==> src/rtl/uart_cmd_parser.sv <==
// uart_cmd_parser: turns a UART byte stream of command frames
// (header, big-endian address, optional write payload) into write-FIFO pushes
// and single-cycle write/read triggers.
// It also applies an inter-byte timeout and reports frame errors.
// Optional feature: define UART_CMD_CHECKSUM_EN to require a trailing XOR
// checksum byte on every frame. With the macro undefined, frames carry no
// checksum byte.
module uart_cmd_parser #(
    parameter int         PAYLOAD_LEN = 4,
    parameter int         ADDR_BYTES  = 3,
    parameter logic [7:0] WR_CMD      = 8'h55,
    parameter logic [7:0] RD_CMD      = 8'hAA,
    parameter int         TIMEOUT_CYC = 50000
) (
    input  logic        clk,
    input  logic        rst,
    input  logic        rx_done,
    input  logic [7:0]  uart_data,
    output logic        wfifo_wr_en,
    output logic [7:0]  wfifo_data,
    output logic        wr_trig,
    output logic        rd_trig,
    output logic [31:0] cmd_addr,
    output logic        wr_abort,
    output logic        frame_err,
    output logic        busy
);

    localparam int CNT_W = $clog2(PAYLOAD_LEN + 1);
    localparam int TO_W  = (TIMEOUT_CYC > 0) ? $clog2(TIMEOUT_CYC + 1) : 1;

    typedef enum logic [1:0] {
        S_IDLE = 2'd0,
        S_ADDR = 2'd1,
        S_DATA = 2'd2
`ifdef UART_CMD_CHECKSUM_EN
        , S_CSUM = 2'd3
`endif
    } state_t;

    state_t            state_q, state_d;
    logic              is_wr_q, is_wr_d;
    logic [31:0]       addr_sr_q, addr_sr_d;
    logic [2:0]        addr_cnt_q, addr_cnt_d;
    logic [CNT_W-1:0]  byte_cnt_q, byte_cnt_d;
    logic [TO_W-1:0]   gap_q, gap_d;
    logic              wfifo_wr_en_q, wfifo_wr_en_d;
    logic [7:0]        wfifo_data_q, wfifo_data_d;
    logic              wr_trig_q, wr_trig_d;
    logic              rd_trig_q, rd_trig_d;
    logic [31:0]       cmd_addr_q, cmd_addr_d;
    logic              wr_abort_q, wr_abort_d;
    logic              frame_err_q, frame_err_d;
    logic              addr_done_s;
    logic              timeout_s;
`ifdef UART_CMD_CHECKSUM_EN
    logic [7:0]        csum_q, csum_d;
`endif

    // Next-state, counter and output-pulse computation for the frame FSM.
    always_comb begin
        state_d       = state_q;
        is_wr_d       = is_wr_q;
        addr_sr_d     = addr_sr_q;
        addr_cnt_d    = addr_cnt_q;
        byte_cnt_d    = byte_cnt_q;
        wfifo_wr_en_d = 1'b0;
        wfifo_data_d  = 8'h00;
        wr_trig_d     = 1'b0;
        rd_trig_d     = 1'b0;
        cmd_addr_d    = cmd_addr_q;
        wr_abort_d    = 1'b0;
        frame_err_d   = 1'b0;
        addr_done_s   = 1'b0;
        timeout_s     = 1'b0;
        gap_d         = '0;
`ifdef UART_CMD_CHECKSUM_EN
        csum_d        = csum_q;
`endif

        // Gap counter runs inside a frame; a byte in the expiry cycle wins.
        if (TIMEOUT_CYC > 0 && state_q != S_IDLE && !rx_done) begin
            gap_d     = gap_q + TO_W'(1);
            timeout_s = (gap_q == TO_W'(TIMEOUT_CYC - 1));
        end else begin
            gap_d     = '0;
            timeout_s = 1'b0;
        end

        case (state_q)
            S_IDLE: begin
                if (rx_done && (uart_data == WR_CMD || uart_data == RD_CMD)) begin
                    is_wr_d    = (uart_data == WR_CMD);
                    addr_sr_d  = 32'h0000_0000;
                    addr_cnt_d = 3'd0;
                    byte_cnt_d = '0;
`ifdef UART_CMD_CHECKSUM_EN
                    csum_d     = uart_data;
`endif
                    if (ADDR_BYTES == 0) begin
                        addr_done_s = 1'b1;
                    end else begin
                        state_d = S_ADDR;
                    end
                end else begin
                    state_d = S_IDLE;
                end
            end
            S_ADDR: begin
                if (rx_done) begin
                    addr_sr_d  = {addr_sr_q[23:0], uart_data};
                    addr_cnt_d = addr_cnt_q + 3'd1;
`ifdef UART_CMD_CHECKSUM_EN
                    csum_d     = csum_q ^ uart_data;
`endif
                    if (addr_cnt_q == 3'(ADDR_BYTES - 1)) begin
                        addr_done_s = 1'b1;
                    end else begin
                        addr_done_s = 1'b0;
                    end
                end else begin
                    addr_done_s = 1'b0;
                end
            end
            S_DATA: begin
                if (rx_done) begin
                    wfifo_wr_en_d = 1'b1;
                    wfifo_data_d  = uart_data;
                    byte_cnt_d    = byte_cnt_q + CNT_W'(1);
`ifdef UART_CMD_CHECKSUM_EN
                    csum_d        = csum_q ^ uart_data;
`endif
                    if (byte_cnt_q == CNT_W'(PAYLOAD_LEN - 1)) begin
`ifdef UART_CMD_CHECKSUM_EN
                        state_d    = S_CSUM;
`else
                        wr_trig_d  = 1'b1;
                        cmd_addr_d = addr_sr_q;
                        state_d    = S_IDLE;
`endif
                    end else begin
                        state_d = S_DATA;
                    end
                end else begin
                    state_d = S_DATA;
                end
            end
`ifdef UART_CMD_CHECKSUM_EN
            S_CSUM: begin
                if (rx_done) begin
                    if (uart_data == csum_q) begin
                        wr_trig_d  = is_wr_q;
                        rd_trig_d  = !is_wr_q;
                        cmd_addr_d = addr_sr_q;
                    end else begin
                        frame_err_d = 1'b1;
                        wr_abort_d  = is_wr_q;
                    end
                    state_d = S_IDLE;
                end else begin
                    state_d = S_CSUM;
                end
            end
`endif
            default: begin
                state_d = S_IDLE;
            end
        endcase

        // Post-address transition, shared by the header (no address) and ADDR paths.
        if (addr_done_s) begin
            if (is_wr_d) begin
                state_d = S_DATA;
            end else begin
`ifdef UART_CMD_CHECKSUM_EN
                state_d    = S_CSUM;
`else
                rd_trig_d  = 1'b1;
                cmd_addr_d = addr_sr_d;
                state_d    = S_IDLE;
`endif
            end
        end else begin
            addr_done_s = 1'b0;
        end

        // Timeout only fires without rx_done, so it never collides with a trigger.
        if (timeout_s) begin
            frame_err_d = 1'b1;
            wr_abort_d  = is_wr_q && (byte_cnt_q != '0);
            state_d     = S_IDLE;
        end else begin
            timeout_s = 1'b0;
        end
    end

    // State, counters and registered outputs; reset abandons any frame silently.
    always_ff @(posedge clk or posedge rst) begin
        if (rst) begin
            state_q       <= S_IDLE;
            is_wr_q       <= 1'b0;
            addr_sr_q     <= 32'h0000_0000;
            addr_cnt_q    <= 3'd0;
            byte_cnt_q    <= '0;
            gap_q         <= '0;
            wfifo_wr_en_q <= 1'b0;
            wfifo_data_q  <= 8'h00;
            wr_trig_q     <= 1'b0;
            rd_trig_q     <= 1'b0;
            cmd_addr_q    <= 32'h0000_0000;
            wr_abort_q    <= 1'b0;
            frame_err_q   <= 1'b0;
`ifdef UART_CMD_CHECKSUM_EN
            csum_q        <= 8'h00;
`endif
        end else begin
            state_q       <= state_d;
            is_wr_q       <= is_wr_d;
            addr_sr_q     <= addr_sr_d;
            addr_cnt_q    <= addr_cnt_d;
            byte_cnt_q    <= byte_cnt_d;
            gap_q         <= gap_d;
            wfifo_wr_en_q <= wfifo_wr_en_d;
            wfifo_data_q  <= wfifo_data_d;
            wr_trig_q     <= wr_trig_d;
            rd_trig_q     <= rd_trig_d;
            cmd_addr_q    <= cmd_addr_d;
            wr_abort_q    <= wr_abort_d;
            frame_err_q   <= frame_err_d;
`ifdef UART_CMD_CHECKSUM_EN
            csum_q        <= csum_d;
`endif
        end
    end

    assign wfifo_wr_en = wfifo_wr_en_q;
    assign wfifo_data  = wfifo_data_q;
    assign wr_trig     = wr_trig_q;
    assign rd_trig     = rd_trig_q;
    assign cmd_addr    = cmd_addr_q;
    assign wr_abort    = wr_abort_q;
    assign frame_err   = frame_err_q;
    assign busy        = (state_q != S_IDLE);

endmodule
==> config.mk <==
export PLATFORM = sky130hd
export DESIGN_NAME = uart_cmd_parser
export DESIGN_NICKNAME = d
export VERILOG_FILES = /design/src/rtl/uart_cmd_parser.sv
export SDC_FILE = /design/constraint.sdc
export NUM_CORES = 1
export LEC_CHECK = 0
export ABC_AREA = 0
export BUFFER_PORTS_ARGS = -buffer_cell sky130_fd_sc_hd__buf_2
export CAP_MARGIN = 10
export CORE_ASPECT_RATIO = 0.8
export CORE_MARGIN = 1.5
export CORE_UTILIZATION = 58
export CTS_CLUSTER_DIAMETER = 100
export DETAILED_ROUTE_END_ITERATION = 6
export PLACE_DENSITY = 0.78
export SKIP_CTS_REPAIR_TIMING = 1
export SLEW_MARGIN = 5
export SYNTH_ARGS = -nofsm -noshare
export SYNTH_HDL_FRONTEND = slang
export SYNTH_SLANG_ARGS = --single-unit
==> constraint.sdc <==
create_clock -name clk -period 3.75 [get_ports clk]
set_input_delay 0.1875 -clock clk [delete_from_list [all_inputs] [get_ports clk]]
set_output_delay 0.1875 -clock clk [all_outputs]
set_load 0.02 [all_outputs]
# Word level (Yosys, flattened, before mapping)
# Index checks and enable logic that the tools add are counted.
[word_totals] rom_bits=0 mem_count=0 reg_bits=102 mem_bits_rw=0 latchBits=0 wordCells=77 output_inout_bits=46
[classes] n_bitwise=0 n_mul=0 shift=0 n_eq_ne=11 n_addsub=3 div_mod_pow=0 mux=38 n_lt_le_gt_ge=0 reduce_logical=12
[ops] cell="2-to-1 mux 32 bit" count=7
[ops] cell="one-hot mux 32 bit (2 select lines)" count=1
[ops] cell="adder 16 x 1 -> 16 bit, second input constant" count=1
[ops] cell="equality test 16 bit, second input constant" count=1
[ops] cell="2-to-1 mux 1 bit" count=16
[ops] cell="2-to-1 mux 16 bit" count=1
[ops] cell="2-to-1 mux 8 bit" count=2
[ops] cell="one-hot mux 3 bit (2 select lines)" count=2
[ops] cell="2-to-1 mux 2 bit" count=5
[ops] cell="2-to-1 mux 3 bit" count=3
[ops] cell="equality test 8 x 7 -> 1 bit, second input constant" count=1
[ops] cell="equality test 8 bit, second input constant" count=1
[ops] cell="adder 3 x 1 -> 3 bit, second input constant" count=2
[ops] cell="equality test 3 x 2 -> 1 bit, second input constant" count=2
[ops] cell="inequality test 2 bit, second input constant" count=3
[ops] cell="one-hot mux 2 bit (3 select lines)" count=1
[ops] cell="AND reduction 3 bit" count=2
[ops] cell="nonzero test 2 bit" count=3
[ops] cell="logical AND 1 bit" count=3
[ops] cell="inequality test 3 bit, second input constant" count=1
[ops] cell="nonzero test 3 bit" count=1
[ops] cell="equality test 2 x 1 -> 1 bit, second input constant" count=1
[ops] cell="equality test 2 bit, second input constant" count=1
[ops] cell="zero test 2 bit" count=1
[ops] cell="other kinds (2)" count=2

# Depth between registers and ports, before layout
# Gate-level depths: netlist of run 1.
[logic_depth] depth_word=8 depth_mapped=8

# Worst setup path before layout of run 1
# OpenSTA, ideal clock, no wires.
[synth_path] path_kind="reg2reg" start="reg byte_cnt_q[0]" end="reg cmd_addr_q[10], in the netlist cmd_addr[10]" t_required_ns=3.615 setup_time_ns=0.135 t_arrival_ns=1.573 path_buffers=1 stages_incl_launch_ff=8 setup_slack_ns=2.043 path_cell_list="dfrtp_1 ha_1 ha_1 nand4b_2 buf_2 mux2_1 nand2_1 o31ai_1"
[synth_between] elab_chain_cells=6
[synth_rtl] element="from (decl)" line="45" source="logic [CNT_W-1:0] byte_cnt_q, byte_cnt_d;"
[synth_rtl] element="from (signal assigned)" line="221" source="byte_cnt_q <= byte_cnt_d;"
[synth_rtl] element="equality test 3 x 2 -> 1 bit (*)" line="133" source="if (byte_cnt_q == CNT_W'(PAYLOAD_LEN - 1)) begin"
[synth_rtl] element="2-to-1 mux 32 bit (*)" line="133"
[synth_rtl] element="2-to-1 mux 32 bit (*)" line="126" source="if (rx_done) begin"
[synth_rtl] element="2-to-1 mux 32 bit (*)" line="90" source="case (state_q)"
[synth_rtl] element="2-to-1 mux 32 bit" line="172" source="if (is_wr_d) begin"
[synth_rtl] element="2-to-1 mux 32 bit (*)" line="171" source="if (addr_done_s) begin"
[synth_rtl] element="net cmd_addr_d[10]" line="51" source="logic [31:0] cmd_addr_q, cmd_addr_d;"
[synth_rtl] element="to (signal assigned)" line="227" source="cmd_addr_q <= cmd_addr_d;"
[synth_rtl] element="to (decl)" line="51"
# Mark *: on every way through the listed nets, which the timed path passes. The rest lies on a longest branch.
# A chain may end at the register's enable or synchronous reset.

# Worst setup path after layout of run 1
[layout_path] start="reg byte_cnt_q[0]" end="reg cmd_addr_q[21], in the netlist cmd_addr[21]"
# The elaborated chain is that of the path after synthesis.

==> results of run 1 <==
[final cells by class]
| cell class | instances | area, um^2 | share of cell area (%) |
|---|---|---|---|
| timing repair buffer | 62 | 325 | 6.26 |
| clock inverter | 4 | 53.8 | 1.03 |
| multi-input combinational | 274 | 1930 | 37.0 |
| inverter | 16 | 62.6 | 1.20 |
| sequential | 102 | 2550 | 49.1 |
| clock buffer | 12 | 145 | 2.79 |
| tap | 108 | 135 | 2.60 |
[per-stage QoR]
step	total power, uW	util [%]	cells	instance area, um^2
6_report	2370	66.0	578	5200
5_1_grt	2490	66.0	578	5200
4_1_cts	2380	66.0	578	5200
3_5_place_dp	1690	63.5	562	5000
3_3_place_gp	1660	63.5	562	5000
2_1_floorplan	1570	-	419	4670
[where the power goes]
part | switching, uW | internal [uW] | total [uW]
Sequential | 90.6 | 1210 | 1300
Combinational | 223 | 143 | 366
Clock | 371 | 330 | 701
[flip-flops by register name, indices dropped and copies added (netlist names)]
register and count:
addr_sr_q 32, rd_trig 1, frame_err 1, wfifo_data 8, gap_q 16, wfifo_wr_en 1, is_wr_q 1, state_q 2
cmd_addr 32, wr_trig 1, addr_cnt_q 3, wr_abort 1, byte_cnt_q 3
[worst min path at each step]
stage | start | endpoint | slack (ps) | cells past startpoint
after global routing | rst | gap_q[1] | 100 | 2
final | rst | gap_q[14] | 8 | 2
after floorplan | uart_data[0] | wfifo_data[0] | 350 | 1
after CTS | rst | gap_q[1] | 60 | 2
after detailed placement | rst | gap_q[14] | 460 | 2
after global placement | gap_q[0] | gap_q[0] | 440 | 1
[worst register-to-register path: stages, from the launching register on]
cell	delay (ps)
dfrtp_1	390
ha_1	170
ha_1	190
nand4b_2	770
buf_4	490
mux2_1	330
nand2_1	80
o31ai_1	70
[cell usage in the layout, fill, tap and decap left out, types with 2 or more instances in the layout]
cell,n
mux2i_1,34
nor4bb_1,2
clkinvlp_4,2
nand3_1,5
clkbuf_8,10
buf_4,6
nand2_1,45
a21oi_1,5
mux2_1,29
nor2_1,49
buf_2,56
inv_1,15
o21ai_0,4
ha_1,6
nand3b_1,2
mux2_2,3
dfrtp_1,102
and4bb_2,2
and2_1,4
o22ai_1,2
o31ai_1,34
clkbuf_1,2
nand4_1,6
or3_1,3
and3_1,11
xor2_1,9
o21bai_1,2
[layer usage]
layer | vias up | part of all wire [%]
met5 | - | 0
met2 | 100 | 45
met3 | 8 | 5.1
li1 | 1554 | -
met4 | 0 | 0.81
met1 | 1574 | 49
[cells by family (layout without fill, tap and decap cells)]
| family | after synthesis | after routing | synth area share [%] |
|---|---|---|---|
| buffers and inverters | 43 | 94 | 4.18 |
| XOR/XNOR | 10 | 10 | 1.88 |
| AO/OA/AOI/OAI | 53 | 53 | 8.07 |
| flip-flops | 102 | 102 | 54.7 |
| AND/OR/NAND/NOR | 139 | 139 | 14.5 |
| adder cells (fa/ha/maj) | 6 | 6 | 1.61 |
| multiplexers | 66 | 66 | 15.0 |
==> results.json, run 1 <==
{
  "status": "complete, no violations",
  "relSlewSlack_pct": 28.2,
  "critPathLaunch": "byte_cnt_q[0]",
  "postSynthAreaPerCell_um2": 11.1,
  "final_nets": 482,
  "cp_slowest_stage_delay_ps": 770,
  "grt_pass1_wl_um": 15700,
  "grt-ovfl-total": 0,
  "worst-setup-path-type": "register to register",
  "netlist.area_leader.share_pct": 54.7,
  "crit_fanout": 27,
  "wl_um": 9340,
  "use_met2_pct": 34.3,
  "yosysSeqAreaShare_pct": 54.7,
  "use_met1_pct": 36.6,
  "n_fill_cell": 614,
  "yosysWarnings": 0,
  "rr_endpoint": "cmd_addr[21]",
  "dieArea_um2": 8590,
  "area_growth_pct": 11.5,
  "worst_path_most_repeated_cell": "ha_1",
  "p_leak_uw": 0.00289,
  "syn-num-nets": 436,
  "routed-via-count": 3236,
  "fmax_mhz": 384,
  "post_drt_wl_per_cell_um": 16.2,
  "htree_levels": 3,
  "drt_iter0_drc": 181,
  "antenna_found_initial": 0,
  "ioPinCount": 57,
  "synth_edf_count": 0,
  "drive_gt1_share_pct": 18.7,
  "syn_inst": 419,
  "whs_ps": 7.66,
  "ys_seq_elements": 102,
  "dp_hpwl_um": 6050,
  "synth_top_area_cell": "dfrtp_1",
  "maxCapViolCount": 0,
  "setup_viol": 0,
  "tritoncts": "built",
  "grt_max_degree": 76,
  "drv_slew": 0,
  "dr.pass1.iters": 4,
  "rr_worst_depth": 7,
  "yosys-top-cells-area": "dfrtp_1, mux2i_1, mux2_1",
  "fin_skew_ps": 11.8,
  "path_clk_slew_ps": 100,
  "gp_congestion": 0.827,
  "critPathSlowestCell": "nand4b_2",
  "rsz0062_at_grt": "no",
  "top_usage_layer": "met1",
  "clk_latency_ps": 360,
  "clockBufferDepth": 2,
  "path_depth": 7,
  "core_um2": 7870,
  "synth_most_common_cell": "dfrtp_1",
  "met3_usage_pct": 4.88,
  "setup_tns_ps": 0,
  "cp.required_ps": 3980,
  "fin_crit_sh_pct": 69.5,
  "crit_chain": "ha_1 > ha_1 > nand4b_2 > buf_4 > mux2_1 > nand2_1 > o31ai_1",
  "antenna_cells": 0,
  "rr_startpoint": "byte_cnt_q[0]",
  "synth_common_cells": "dfrtp_1, nor2_1, nand2_1",
  "syn_area_um2": 4670,
  "critPathLaunchType": "register",
  "die_x_um": 103,
  "regToRegSetupSlack_ps": 1140,
  "worstMarginPinSlew_ps": 1070,
  "path_delay_family": "simple AND/OR/NAND/NOR gates",
  "hold_violations": 0,
  "period_needed_ps": 2610,
  "min_path_type": "primary input to asynchronous set/reset pin",
  "cts-root-buf": "clkbuf_8",
  "cp-endpoint": "cmd_addr[21]",
  "setup_ws_ps": 1140,
  "async_flop_share_pct": 100,
  "endpoint_kind": "register",
  "port_buffers": 56,
  "pre_cts_ws_ps": 1120,
  "track_usage_pct": 23.8,
  "grt_pass1_vias": 3162,
  "yosysUniqueCellTypes": 43,
  "drc": 0,
  "numCtsBuffers": 9,
  "initial_utilization_pct": 59.3,
  "cts.sinks": 102,
  "ys.flop_type": "dfrtp_1",
  "power_density_nw_per_um2": 455,
  "die_h_um": 83.2,
  "ir_drop_mv": 0.275,
  "worst-path-buf-inv": 1,
  "via_per_inst": 5.60,
  "antenna_left": 0,
  "crit_arrival_ps": 2840,
  "rows": 29
}
Power figures use the tool's default switching activity.
==> run 2: changes to the inputs <==
--- a/config.mk
+++ b/config.mk
@@ -5,7 +5,7 @@
 export SDC_FILE = /design/constraint.sdc
 export NUM_CORES = 1
 export LEC_CHECK = 0
-export ABC_AREA = 0
+export ABC_AREA = 1
 export BUFFER_PORTS_ARGS = -buffer_cell sky130_fd_sc_hd__buf_2
 export CAP_MARGIN = 10
 export CORE_ASPECT_RATIO = 0.8
@@ -13,7 +13,7 @@
 export CORE_UTILIZATION = 58
 export CTS_CLUSTER_DIAMETER = 100
 export DETAILED_ROUTE_END_ITERATION = 6
-export PLACE_DENSITY = 0.78
+export PLACE_DENSITY = 0.77
 export SKIP_CTS_REPAIR_TIMING = 1
 export SLEW_MARGIN = 5
 export SYNTH_ARGS = -nofsm -noshare
==> constraint.sdc (replaced) <==
create_clock -name clk -period 2.4 [get_ports clk]
set_input_delay 0.12 -clock clk [delete_from_list [all_inputs] [get_ports clk]]
set_output_delay 0.12 -clock clk [all_outputs]
set_load 0.02 [all_outputs]
==> results.json, run 2 <==
{
  "status": "complete, no violations",
  "ioPinCount": 57,
  "antenna_cells": 0,
  "rr_worst_depth": 9,
  "fmax_mhz": 516,
  "hold_violations": 0,
  "p_clk_share_pct": 23.1,
  "die_h_um": 84.4,
  "n_fill_cell": 690,
  "core_um2": 7980,
  "endpoint_kind": "register",
  "hold_depth": 3,
  "cts.sinks": 102,
  "grt_pass1_vias": 4085,
  "via_per_inst": 5.25,
  "wl_um": 10700,
  "grt_pass1_wl_um": 18800,
  "yosysWarnings": 0,
  "switching_power_uw": 2020,
  "fin_crit_sh_pct": 80.7,
  "setup_ws_ps": 462,
  "cp.required_ps": 2710,
  "grt-ovfl-total": 0,
  "worst-setup-path-type": "register to register",
  "drt_iter0_drc": 279,
  "maxCapViolCount": 0,
  "regToRegSetupSlack_ps": 460,
  "post_drt_wl_per_cell_um": 13.6,
  "numCtsBuffers": 9,
  "dr.pass1.iters": 5,
  "yosys-top-cells-area": "dfrtp_1, nand2_1, nand3_1",
  "drc": 0,
  "critPathLaunchType": "register",
  "min_path_type": "primary input to register",
  "postSynthAreaPerCell_um2": 7.69,
  "cts-root-buf": "clkbuf_8",
  "layout_commonest_cell": "nand2_1",
  "clk_latency_ps": 380,
  "p_sw_share_pct": 37.9,
  "rows": 29,
  "yosysUniqueCellTypes": 26,
  "syn-num-nets": 641,
  "die_x_um": 105,
  "synth_top_area_cell": "dfrtp_1",
  "p_comb_share_pct": 30.4,
  "hold_start": "uart_data[1]",
  "synth_most_common_cell": "nand2_1",
  "power_density_nw_per_um2": 990,
  "final_nets": 693,
  "dieArea_um2": 8830,
  "syn_area_um2": 4800,
  "async_flop_share_pct": 100,
  "relSlewSlack_pct": 53.7,
  "netlist.area_leader.share_pct": 53.2,
  "clockBufferDepth": 2,
  "crit_arrival_ps": 2250,
  "area_growth_pct": 12.4,
  "initial_utilization_pct": 60.1,
  "drive_gt1_share_pct": 13.5,
  "antenna_left": 0,
  "holdPathEnd": "addr_sr_q[1]",
  "p_leak_uw": 0.00300,
  "setup_viol": 0,
  "antenna_found_initial": 0,
  "mostFrequentLayoutCells": "nand2_1, dfrtp_1, buf_2",
  "worstMarginPinSlew_ps": 692,
  "pre_cts_ws_ps": 507,
  "rsz0062_at_grt": "no",
  "gp_congestion": 0.925,
  "grt_max_degree": 103,
  "port_buffers": 56,
  "ys_seq_elements": 102,
  "rr_startpoint": "byte_cnt_q[1]",
  "internal-power_uw": 3320,
  "ys.flop_type": "dfrtp_1",
  "htree_levels": 3,
  "drv_slew": 0,
  "rr_endpoint": "cmd_addr[19]",
  "fin_skew_ps": 13.7,
  "routed-via-count": 4141,
  "dp_hpwl_um": 6930,
  "period_needed_ps": 1940,
  "yosysSeqAreaShare_pct": 53.2,
  "tritoncts": "built",
  "crit_fanout": 40,
  "pwr-share-seq_pct": 46.4,
  "track_usage_pct": 26.7,
  "syn_inst": 624,
  "setup_tns_ps": 0,
  "synth_common_cells": "nand2_1, dfrtp_1, inv_1, nand3_1, nor2_1",
  "synth_edf_count": 0,
  "path_clk_slew_ps": 100,
  "ir_drop_mv": 0.691
}
-- run 2: kinds of logic after synthesis --
group                    after synthesis  share of synthesized area, %
buffers and inverters                 73                          6.78
XOR/XNOR                               4                         0.730
AND/OR/NAND/NOR                      406                          34.2
flip-flops                           102                          53.2
adder cells (fa/ha/maj)                6                          1.56
AO/OA/AOI/OAI                         33                          3.55
-- run 2: final cells by class --
| class | count | area [um^2] | share of cell area (%) |
|---|---|---|---|
| Multi-Input combinational cell | 449 | 1920 | 35.6 |
| Tap cell | 108 | 135 | 2.50 |
| Clock buffer | 10 | 138 | 2.55 |
| Sequential cell | 102 | 2550 | 47.3 |
| Timing Repair Buffer | 65 | 370 | 6.86 |
| Clock inverter | 6 | 91.3 | 1.69 |
| Inverter | 49 | 188 | 3.48 |
-- run 2: layer usage --
metal	track usage [%]	part of all wire (%)	wire, um
met5	0	0	0
met4	8.97	1.3	142
met3	5.67	5.7	610
met2	42.6	47	4990
met1	37.1	46	4990
-- run 2: worst max-delay path, stage by stage, from the launching register on --
cell	delay [ps]
dfrtp_1	410
ha_1	190
ha_1	170
nand2_1	130
nor2_4	60
inv_2	490
nand2_1	120
o21ai_0	120
nand2_1	80
nand2_1	70
-- run 2: power groups by stage --
| stage | registers [uW] | logic [uW] | clock network [uW] |
|---|---|---|---|
| 3_3_place_gp | 2490 | 1550 | 0 |
| 6_report | 2480 | 1630 | 1240 |
| 3_5_place_dp | 2510 | 1610 | 0 |
| 5_1_grt | 2540 | 1840 | 1310 |
| 2_1_floorplan | 2660 | 961 | 0 |
| 4_1_cts | 2470 | 1630 | 1260 |
-- run 2: how the worst max path moves through the flow --
stage / startpoint / endpoint
2_1_floorplan: byte_cnt_q[1] / cmd_addr[16]
3_3_place_gp: byte_cnt_q[1] / cmd_addr[14]
3_5_place_dp: byte_cnt_q[1] / cmd_addr[19]
4_1_cts: byte_cnt_q[1] / cmd_addr[19]
5_1_grt: byte_cnt_q[1] / cmd_addr[19]
6_report: byte_cnt_q[1] / cmd_addr[19]
-- run 2: through the flow --
stage	hold slack, ps	util [%]	std cells	total power (uW)	cell area (um^2)
floorplan	248	-	624	3620	4800
global placement	316	64.2	769	4040	5130
detailed placement	318	64.2	769	4120	5130
CTS	-94.5	67.1	785	5350	5360
global route	1.18	67.6	789	5690	5400
finish	2.83	67.6	789	5340	5400
